### src/rtl/axi_rd_responder.sv
// AXI4 read-channel responder: one AR burst at a time, beats fetched from a 1-cycle synchronous memory.
// Latency: AR handshake at edge T -> memory read during cycle T+1 -> first R beat valid after edge T+2.
// Backpressure: 2-entry R FIFO; a read issues only while FIFO + in-flight (net of this cycle's pop) < 2.
module axi_rd_responder #(
    parameter int AXI_ADDR_WIDTH  = 42,
    parameter int AXI_ID_WIDTH    = 1,
    parameter int AXI_BURST_WIDTH = 8,
    parameter int AXI_DATA_WIDTH  = 256,
    parameter int MEM_ADDR_W      = 10
) (
    input  logic                       clk,
    input  logic                       reset,
    input  logic [AXI_ADDR_WIDTH-1:0]  s_araddr,
    input  logic [AXI_BURST_WIDTH-1:0] s_arlen,
    input  logic [2:0]                 s_arsize,
    input  logic [1:0]                 s_arburst,
    input  logic [AXI_ID_WIDTH-1:0]    s_arid,
    input  logic                       s_arvalid,
    output logic                       s_arready,
    output logic [AXI_DATA_WIDTH-1:0]  s_rdata,
    output logic [AXI_ID_WIDTH-1:0]    s_rid,
    output logic [1:0]                 s_rresp,
    output logic                       s_rlast,
    output logic                       s_rvalid,
    input  logic                       s_rready,
    output logic                       mem_rd_en,
    output logic [MEM_ADDR_W-1:0]      mem_rd_addr,
    input  logic [AXI_DATA_WIDTH-1:0]  mem_rd_data
);

    // Byte-offset bits inside one memory word.
    localparam int OFF = $clog2(AXI_DATA_WIDTH / 8);
    // Beat counter needs one extra bit so it can run past arlen (= "all issued").
    localparam int CW  = AXI_BURST_WIDTH + 1;

    localparam logic [0:0] IDLE  = 1'b0;
    localparam logic [0:0] BURST = 1'b1;

    typedef struct packed {
        logic [AXI_DATA_WIDTH-1:0] dat;
        logic                      err;
        logic                      last;
    } beat_t;

    // Burst context and sequencing state
    logic [0:0]                 state_q, state_d;
    logic                       arready_q;
    logic [AXI_ADDR_WIDTH-1:0]  addr_q;      // byte address of the next beat to issue
    logic [AXI_ADDR_WIDTH-1:0]  base_q;      // original araddr, reused by FIXED bursts
    logic [AXI_BURST_WIDTH-1:0] len_q;
    logic [2:0]                 size_q;
    logic                       fixed_q;
    logic                       oversize_q;
    logic [AXI_ID_WIDTH-1:0]    id_q;
    logic [CW-1:0]              issue_cnt_q;

    // One read in flight between issue and FIFO write
    logic                       inf_vld_q;
    logic                       inf_err_q;
    logic                       inf_last_q;

    // Output FIFO
    beat_t                      fifo_q [2];
    logic                       wr_ptr_q;
    logic                       rd_ptr_q;
    logic [1:0]                 cnt_q, cnt_d;

    // Combinational helpers
    logic                       ar_hs;
    logic                       r_vld;
    logic                       r_pop;
    beat_t                      head;
    logic                       issue_pend;
    logic [2:0]                 occ_eff;
    logic                       issue;
    logic                       beat_err;
    logic                       beat_last;
    logic [AXI_ADDR_WIDTH-1:0]  step;
    logic [AXI_ADDR_WIDTH-1:0]  addr_nxt;

    // Issue decision, next-beat address and FSM next state
    always_comb begin
        ar_hs      = s_arvalid && arready_q;
        head       = fifo_q[rd_ptr_q];
        r_vld      = (cnt_q != 2'd0);
        r_pop      = r_vld && s_rready;

        issue_pend = (state_q == BURST) && (issue_cnt_q <= {1'b0, len_q});
        // A slot freed by this cycle's pop can be reused immediately, which is
        // what lets the pipeline sustain one beat per cycle.
        occ_eff    = {1'b0, cnt_q} + {2'b0, inf_vld_q} - {2'b0, r_pop};
        issue      = issue_pend && (occ_eff < 3'd2);

        beat_err   = oversize_q || (addr_q[AXI_ADDR_WIDTH-1:MEM_ADDR_W+OFF] != '0);
        beat_last  = (issue_cnt_q == {1'b0, len_q});

        // INCR (and WRAP/reserved, treated the same): align down, then step by 2^size.
        step       = {{(AXI_ADDR_WIDTH-1){1'b0}}, 1'b1} << size_q;
        addr_nxt   = fixed_q ? base_q
                             : ((addr_q & ({AXI_ADDR_WIDTH{1'b1}} << size_q)) + step);

        state_d = state_q;
        case (state_q)
            IDLE:    if (ar_hs) state_d = BURST;
            BURST:   if (r_pop && head.last) state_d = IDLE;
            default: state_d = IDLE;
        endcase

        cnt_d = cnt_q + {1'b0, inf_vld_q} - {1'b0, r_pop};
    end

    // Burst capture, beat issue and in-flight tracking
    always_ff @(posedge clk) begin
        if (!reset) begin
            state_q     <= IDLE;
            arready_q   <= 1'b0;
            addr_q      <= '0;
            base_q      <= '0;
            len_q       <= '0;
            size_q      <= '0;
            fixed_q     <= 1'b0;
            oversize_q  <= 1'b0;
            id_q        <= '0;
            issue_cnt_q <= '0;
            inf_vld_q   <= 1'b0;
            inf_err_q   <= 1'b0;
            inf_last_q  <= 1'b0;
        end else begin
            state_q    <= state_d;
            arready_q  <= (state_d == IDLE);
            inf_vld_q  <= issue;
            inf_err_q  <= beat_err;
            inf_last_q <= beat_last;
            if (ar_hs) begin
                addr_q      <= s_araddr;
                base_q      <= s_araddr;
                len_q       <= s_arlen;
                size_q      <= s_arsize;
                fixed_q     <= (s_arburst == 2'b00);
                oversize_q  <= (int'(s_arsize) > OFF);
                id_q        <= s_arid;
                issue_cnt_q <= '0;
            end else if (issue) begin
                addr_q      <= addr_nxt;
                issue_cnt_q <= issue_cnt_q + CW'(1);
            end
        end
    end

    // Output FIFO: written the cycle after issue, popped on the R handshake
    always_ff @(posedge clk) begin
        if (!reset) begin
            wr_ptr_q <= 1'b0;
            rd_ptr_q <= 1'b0;
            cnt_q    <= 2'd0;
        end else begin
            if (inf_vld_q) begin
                fifo_q[wr_ptr_q] <= '{dat:  (inf_err_q ? '0 : mem_rd_data),
                                       err:  inf_err_q,
                                       last: inf_last_q};
                wr_ptr_q         <= ~wr_ptr_q;
            end
            if (r_pop) rd_ptr_q <= ~rd_ptr_q;
            cnt_q <= cnt_d;
        end
    end

    assign s_arready   = arready_q;
    assign s_rvalid    = r_vld;
    assign s_rdata     = r_vld ? head.dat : '0;
    assign s_rresp     = {r_vld && head.err, 1'b0};
    assign s_rlast     = r_vld && head.last;
    assign s_rid       = id_q;
    assign mem_rd_en   = issue && !beat_err;
    assign mem_rd_addr = addr_q[OFF +: MEM_ADDR_W];

endmodule

### config.mk
export PLATFORM = sky130hd
export DESIGN_NAME = axi_rd_responder
export DESIGN_NICKNAME = d
export VERILOG_FILES = /design/src/rtl/axi_rd_responder.sv
export SDC_FILE = /design/constraint.sdc
export NUM_CORES = 1
export LEC_CHECK = 0
export CAP_MARGIN = 20
export CORE_ASPECT_RATIO = 1.1
export CORE_MARGIN = 5
export CORE_UTILIZATION = 40
export CTS_BUF_LIST = sky130_fd_sc_hd__clkbuf_8 sky130_fd_sc_hd__clkbuf_16
export DETAILED_ROUTE_END_ITERATION = 6
export GPL_TIMING_DRIVEN = 1
export PLACE_DENSITY = 0.76
export RECOVER_POWER = 100
export SLEW_MARGIN = 30
export SYNTH_ARGS = -nofsm -noshare
export SYNTH_HDL_FRONTEND = slang
export SYNTH_SLANG_ARGS = --single-unit
### constraint.sdc
create_clock -name clk -period 43.9 [get_ports clk]
set_input_delay 8.78 -clock clk [delete_from_list [all_inputs] [get_ports clk]]
set_output_delay 8.78 -clock clk [all_outputs]
set_load 0.03 [all_outputs]
## Word level (Yosys, flattened, before mapping)

Memory sizes are Yosys's and may differ from the RTL's. A register that Yosys moved wholly into a read port is not among the register bits.
Index checks and enable logic that the tools add are counted.

- Register bits after elaboration: 116
- Memory bits (writable): 516
- Bits of input ports: 316
- Output and inout port bits: 273
- Word-level logic and storage cells: 63
- Memories: 1

- $add $sub $neg: 6
- Magnitude comparators: 3
- Eq/ne operators: 1
- Shift-type cells: 2
- Mux-type cells: 13
- Bitwise gates (word level): 6
- Reductions and logical operators: 15

Memory list:

| name | words | bits a word | read ports | clocked after Yosys merged registers in | write ports | RTL line | RTL |
|---|---|---|---|---|---|---|---|
| fifo_q | 2 | 258 | 1 | 1 | 1 | 63 | `beat_t fifo_q [2];` |

Operators with widths:

| kind | count |
|---|---|
| 256-bit two-way mux | 2 |
| 42-bit two-way mux | 3 |
| 42-bit adder | 1 |
| 42-bit AND | 1 |
| 1-bit by 3-bit << shifter with 42-bit output, first input constant | 1 |
| 42-bit by 3-bit << shifter with 42-bit output, first input constant | 1 |
| 27-bit nonzero test | 1 |
| 9-bit by 1-bit adder with 9-bit output, second input constant | 1 |
| 9-bit by 8-bit equality test with 1-bit output | 1 |
| 9-bit by 8-bit <= comparator with 1-bit output | 1 |
| 1-bit logical AND | 8 |
| 1-bit two-way mux | 7 |
| 1-bit inverter | 5 |
| 2-bit nonzero test | 2 |
| 2-bit by 1-bit adder with 3-bit output | 1 |
| 3-bit > comparator, second input constant | 1 |
| 3-bit by 2-bit less-than comparator with 1-bit output, second input constant | 1 |
| 3-bit by 1-bit subtractor with 3-bit output | 1 |
| 2-bit by 1-bit adder with 2-bit output | 1 |
| 2-bit zero test | 1 |
| 1-bit case mux with 2 select lines | 1 |
| 2-bit OR reduction | 1 |
| 2-bit by 1-bit subtractor with 2-bit output | 1 |
| 1-bit zero test | 1 |
| 1-bit logical OR | 1 |

## Longest topological paths before layout

Gate-level depths: netlist of run 1.

- Depth in word-level cells: 7
- Gate-level depth with buffers: 16
- Mapped depth without buffers: 14

## Worst setup path after synthesis of run 1

No wires, ideal clock.

- Path type: input -> register
- Start point: input port reset
- End point: memory fifo_q[0][0] (netlist name), enable pin
- Setup time: 0.881 ns
- Data arrival time: 20.073 ns
- Data required time: 43.019 ns
- Path slack: 22.946 ns
- Stages: 4
- Buffers on the path: 2
- Path through: clkbuf_1 -> clkbuf_1 -> nand2_1 -> nor2_1

- Longest elaborated chain between the ends: 2

RTL lines:

| element | RTL line | RTL |
|---|---|---|
| from (decl) | 12 | `input logic reset,` |
| 1-bit two-way mux | 152 | `if (!reset) begin` |
| 1-bit two-way mux | 158 | `fifo_q[wr_ptr_q] <= '{dat: (inf_err_q ? '0 : mem_rd_data),` |
| to (decl) | 63 |  |

Every way passes these cells.

## Worst setup path in the final report of run 1

- Start point: input port s_rready
- End point: output port mem_rd_en

- Longest elaborated chain between the ends: 5

RTL lines:

| element | RTL line | RTL |
|---|---|---|
| from (decl) | 25 | `input logic s_rready,` |
| 1-bit logical AND | 86 | `r_pop = r_vld && s_rready;` |
| named net r_pop | 71 | `logic r_pop;` |
| 3-bit by 1-bit subtractor with 3-bit output | 91 | `occ_eff = {1'b0, cnt_q} + {2'b0, inf_vld_q} - {2'b0, r_pop};` |
| 3-bit by 2-bit less-than comparator with 1-bit output | 92 | `issue = issue_pend && (occ_eff < 3'd2);` |
| 1-bit logical AND | 92 |  |
| 1-bit logical AND | 174 | `assign mem_rd_en = issue && !beat_err;` |
| to (decl) | 26 | `output logic mem_rd_en,` |

The timed path passes the listed nets, and every way through them passes these cells.

==> flow_summary.yaml, run 1 <==
run_status:
  status: "complete, but fails checks"
  violations: "capacitance limit, slew limit"
setup_path:
  crit_path_end_kind: "output pin"
  cp.arrival_ns: 12.69
  r2r_slack_ns: 34.44
  path_max_fanout: 8
  required_ns: 35.12
  max_stage_delay_ns: 0.80
  r2r_start: "inf_vld_q"
  cpLargestDelayFamily: "simple AND/OR/NAND/NOR gates"
  worst-setup-path-type: "input port to output pin"
  reg2regPathDepth: 3
  reg2reg_to: "fifo_q[1][125]"
  cp_slowest_cell: "dlygate4sd3_1"
  critPathLaunchType: "input port"
  crit_chain: "dlygate4sd3_1, and2_0, ha_1, inv_1, ha_1, inv_1, fa_1, xor2_1, nor3_1, and2_0, nand2_1, nor3_1, dlygate4sd3_1"
  path_buf_inv: 4
synthesis:
  async_flop_share_pct: 0
  synthMuxAreaShare_pct: 9.63
  syn_nets: 2557
  avgSynthCellArea_um2: 12.4
  ys_ff_latch: 633
  synth_top_cell_by_area: "edfxtp_1"
  ys_warn_count: 0
  ys.flop_type: "edfxtp_1"
  synth_area_um2: 27400
  synth_cells: 2221
  synth_top_area_share_pct: 56.5
  synth_compound_area_share_pct: 5.91
  yosysMostFrequentCell: "edfxtp_1"
  synth_commonest_cells: "516 x edfxtp_1, 307 x nor2_1, 263 x mux2i_1"
  yosys.cell_types.count: 77
  synth_top_family_by_area: "simple AND/OR/NAND/NOR gates"
  synth_adder_area_share_pct: 0.967
  synth-edff-count: 516
  ys_top_cells_by_area: "edfxtp_1 56%, mux2i_1 9.6%, dfxtp_1 8.5%"
  synthSimpleGateAreaFrac_pct: 15.3
  synth-xor-area-share_pct: 0.511
  ys_seq_area_share_pct: 65.0
grt:
  grtUsageMet2_pct: 34.1
  met3_usage_pct: 4.15
  grt_start_max_net_pins: 151
  grt_pass1_vias: 19674
  busiest_layer: "met2"
  antenna_found_initial: 25
  use_met1_pct: 24.2
  grt_pass1_wl_um: 115000
  grt_overflow: 0
  track_usage_pct: 19.6
floorplan:
  start_util_pct: 40.5
  num_rows: 100
  die_area_um2: 73900
  core_um2: 67800
  io_pins: 589
  die_h_um: 285
  die_w_um: 260
placed_design:
  placedCellCount: 3601
  post_dp_cell_area_um2: 34100
  gp_congestion: 0.864
  io_buffer_count: 587
  hpwl_um: 51400
min_path:
  hold_end: "fifo_q[1][0]"
  hp-class: "flop to flop"
  hold_depth: 0
  min_from: "inf_last_q"
cts:
  cts_buffer_depth: 3
  cts_resized: 0
  cts_tree: "done"
  cts_made_buffers: 67
  cts_num_sinks: 633
  cts_max_level: 3
  clkTransAtPathRegs_ns: 0.06
  cts_setup_buffers: 0
  cts_hold_buffers: 0
  worstSkewPairLatency_ns: 0.59
  ctsRootBufferMaster: "clkbuf_16"
route:
  ant_nets: 0
  vias: 19653
  viasPerCell: 5.24
  drc_errors: 0
  wl_um: 76400
  drtPass1Iterations: 5
  drt-initial-drc-count: 1435
  wl_per_cell_um: 20.4
sta:
  clock.fmax_mhz: 46.6
  fin_worst_skew_ns: 0.0229
  min_period_ns: 21.47
  timing.hold.ws_ns: 0.438
  slew_viol_final: 1191
  hold_violations: 0
  relSlewSlack_pct: -344
  min_period_over_period_pct: 48.9
  rsz0062_at_grt: "false"
  setup_tns_ns: 0
  setup-violations-final: 0
  worst_pin_slew_ns: 6.66
power:
  power_leakage_nw: 12.8
  vdd_drop_max_mv: 0.0405
  power_density_nw_per_um2: 54.8
final_layout:
  area_delta_synth_final_pct: 32.3
  fin_cells: 3749
  nets: 3089
  final_cell_area_um2: 36300
  fin_util_pct: 53.5
  layout-drive-gt1-share_pct: 4.67
flow_run:
  drv_cap: 20
area by class of cell:
cell class,count,area [um^2]
Fill cell,5680,31500
Sequential cell,633,17800
Multi-Input combinational cell,1412,8890
Timing Repair Buffer,613,6020
Clock buffer,68,1690
Tap cell,918,1150
Clock inverter,56,557
Inverter,26,97.6
Antenna cell,23,57.6
worst register-to-register path, cell delays in order (launching register included):
cell,delay [ns]
dfxtp_1,0.44
and3_1,1.65
clkbuf_1,1.81
clkbuf_1,4.76
logic make-up (layout without fill, tap and decap cells):
family,count (synthesis),count (layout)
AND/OR/NAND/NOR,868,868
multiplexers,264,264
buffers and inverters,176,763
AO/OA/AOI/OAI,243,243
other,1,24
flip-flops,633,633
XOR/XNOR,16,16
adder cells (fa/ha/maj),20,20
stage by stage:
stage | setup WS, ns | power [mW]
5_1_grt | 22.25 | 2.07
3_3_place_gp | 22.71 | 1.44
2_1_floorplan | 22.95 | 1.15
3_5_place_dp | 22.79 | 1.45
4_1_cts | 22.75 | 2.02
6_report | 22.43 | 1.99
per-layer routing:
metal	part of all wire (%)	up-vias
met1	38	9610
li1	-	9053
met5	0.035	-
met4	2.9	4
met2	51	841
met3	7.7	145
how the worst max path moves through the flow:
stage | from | endpoint | slack (ns) | cells past startpoint
6_report | s_rready | mem_rd_en | 22.43 | 13
5_1_grt | s_rready | mem_rd_en | 22.25 | 13
4_1_cts | s_rready | mem_rd_en | 22.75 | 13
3_5_place_dp | s_rready | mem_rd_en | 22.79 | 13
3_3_place_gp | s_rready | mem_rd_en | 22.71 | 13
2_1_floorplan | reset | fifo_q[0][0] | 22.95 | 4
placed cells by master, fill, tap and decap left out, types with 8 or more instances in the layout:
cell type,count
a31oi_1,13
clkbuf_16,67
diode_2,23
ha_1,18
nand3_1,27
dlygate4sd3_1,523
edfxtp_1,516
a21boi_0,9
inv_1,39
a21o_1,9
a21oi_1,80
clkdlybuf4s50_1,64
nor4_1,21
mux2i_1,263
nor3_1,16
nand2_1,180
bufinv_16,8
o21ai_0,42
o22ai_1,9
clkinv_2,10
dfxtp_1,117
a211oi_1,8
nor2_1,306
buf_4,8
nand4_1,15
clkbuf_1,17
nor2b_1,260
xnor2_1,11
clkinv_1,11
sequential cells by signal, indices dropped and copies added, names as in the netlist, named ones only:
register	cells
fifo_q	516
addr_q	42
base_q	42
issue_cnt_q	9
len_q	8
size_q	3
cnt_q	2
fixed_q	1
inf_err_q	1
inf_last_q	1
inf_vld_q	1
oversize_q	1
rd_ptr_q	1
s_arready	1
s_rid	1
state_q	1
wr_ptr_q	1
power by group:
part	leakage (nW)	total [mW]	switching, mW	internal [mW]
registers	5.66	0.712	0.0237	0.688
logic	5.93	0.702	0.442	0.260
clock network	1.16	0.576	0.243	0.333
No activity file was read; power rests on OpenSTA's default activity.
==> run 2: changes to the inputs <==
==> constraint.sdc (replaced) <==
create_clock -name clk -period 21.1 [get_ports clk]
set_input_delay 4.22 -clock clk [delete_from_list [all_inputs] [get_ports clk]]
set_output_delay 4.22 -clock clk [all_outputs]
set_load 0.03 [all_outputs]
==> run 2 against run 1 <==
  * The run still ends with capacitance limit, slew limit left
  * Clock skew decreased by 0.0049 ns
  * Non-clock buffer count rose by 1
  * Flip-flop and latch count stayed put
  * Critical path depth decreased by 8
  * Die area stayed put
  * Worst hold slack got worse by 0.0078 ns
  * Wire length about the same
  * First-iteration DRC count increased by 7.8%
  * Critical endpoint is now fifo_q[1][214]
==> flow_summary.yaml, run 2 (synthesis gave the netlist of run 1 again) <==
run_status:
  status: "complete, but fails checks"
  violations: "capacitance limit, slew limit"
sta:
  min_period_ns: 15.05
  hold_violations: 0
  setup-violations-final: 0
  clock.fmax_mhz: 66.4
  timing.hold.ws_ns: 0.430
  slew_viol_final: 1201
  setup_tns_ns: 0
  rsz0062_at_grt: "false"
  worst_pin_slew_ns: 4.88
  min_period_over_period_pct: 71.3
  relSlewSlack_pct: -226
  fin_ws_ns: 6.05
  fin_worst_skew_ns: 0.0180
setup_path:
  max_stage_delay_ns: 3.58
  path_max_fanout: 83
  required_ns: 21.17
  crit_top_cell: "clkbuf_1"
  worst-setup-path-type: "input port to flop"
  critPathLaunch: "reset"
  critPathLaunchType: "input port"
  crit_chain: "dlygate4sd3_1, clkbuf_1, and3_1, clkbuf_1, clkbuf_1"
  cp.arrival_ns: 15.12
  cp_slowest_cell: "clkbuf_1"
  r2r_start: "inf_vld_q"
  crit_path_end_kind: "flop"
cts:
  clkTransAtPathRegs_ns: 0.05
  cts_setup_buffers: 0
  worstSkewPairLatency_ns: 0.59
  cts_made_buffers: 68
  cts_max_level: 3
  cts_num_sinks: 633
  cts_buffer_depth: 3
  cts_tree: "done"
  cts_hold_buffers: 0
  cts_resized: 0
  ctsRootBufferMaster: "clkbuf_16"
route:
  wl_um: 76400
  drtPass1Iterations: 6
  viasPerCell: 5.21
  vias: 19489
  drc_errors: 0
  drt-initial-drc-count: 1547
  wl_per_cell_um: 20.4
  ant_nets: 0
final_layout:
  area_delta_synth_final_pct: 32.1
  final_cell_mix: "516 x edfxtp_1, 323 x dlygate4sd3_1, 305 x nor2_1"
  layout-drive-gt1-share_pct: 4.70
  nets: 3091
  largest_reg_flops: 516
  largest-register: "fifo_q"
  reg_top3: "fifo_q x516, addr_q x42, base_q x42"
  final_common_cell: "edfxtp_1"
  fin_util_pct: 53.5
min_path:
  min_from: "inf_last_q"
  hp-class: "flop to flop"
flow_run:
  drv_cap: 18
placed_design:
  hpwl_um: 50800
  pre_cts_slack_ns: 9.06
  gp_congestion: 0.847
  io_buffer_count: 587
floorplan:
  core_um2: 67800
  io_pins: 589
  die_area_um2: 73900
  die_w_um: 260
  num_rows: 100
  start_util_pct: 40.5
  die_h_um: 285
grt:
  grt_pass1_wl_um: 115000
  grt_overflow: 0
  grt_start_max_net_pins: 161
  met3_usage_pct: 5.35
  busiest_layer: "met2"
  grtUsageMet2_pct: 34.1
  antenna_found_initial: 20
  use_met1_pct: 23.3
  grt_pass1_vias: 19742
  track_usage_pct: 19.6
power:
  power_leakage_nw: 12.7
  power_density_nw_per_um2: 113
  vdd_drop_max_mv: 0.0715
run 2: cell count changes in the layout (fill, tap and decap cells not counted), sizes merged:
cell / previous run / this run
dlygate4sd3: 523 / 323
diode: 23 / 13
bufinv: 8 / 5
clkinvlp: 0 / 3
buf: 9 / 11
inv: 47 / 40
clkdlybuf4s50: 64 / 264
clkinv: 27 / 31
run 2: per-layer routing:
| metal | share of wire (%) | routed length [um] |
|---|---|---|
| met4 | 3.3 | 2500 |
| met2 | 51 | 38600 |
| met5 | 0.12 | 88 |
| met3 | 8.4 | 6390 |
| met1 | 38 | 28800 |
run 2: final timing paths:
check | depth (start not counted) | slack, ns | endpoint
max reg2reg | 3 | 11.47 | fifo_q[1][214]
min | 0 | 0.43 | fifo_q[0][0]
min reg2reg | 0 | 0.43 | fifo_q[0][0]
max | 5 | 6.05 | fifo_q[1][214]
run 2: worst max-delay path, delay by kind of cell:
| kind | cells | cell delay [ns] |
|---|---|---|
| buf+inv | 4 | 8.95 |
| simple gates | 1 | 1.74 |
run 2: final cells by class:
type                            count  area (um^2)
Tap cell                          918         1150
Clock buffer                       69         1730
Sequential cell                   633        17800
Antenna cell                       13         32.5
Fill cell                        5671        31600
Timing Repair Buffer              614         6050
Clock inverter                     53          454
Multi-Input combinational cell   1412         8900
Inverter                           26         97.6
run 2: stage by stage:
stage	instances	total power, mW	cell area, um^2
floorplan	2221	2.40	27400
global placement	3601	2.99	34100
detailed placement	3601	3.01	34100
CTS	3723	4.18	36300
global route	3735	4.26	36200
finish	3738	4.10	36300
run 2: power by group:
group	internal [mW]	leakage, nW	switching, mW
sequential	1.43	5.66	0.0484
combinational	0.530	5.90	0.923
clock	0.664	1.11	0.499
total	2.63	12.7	1.47
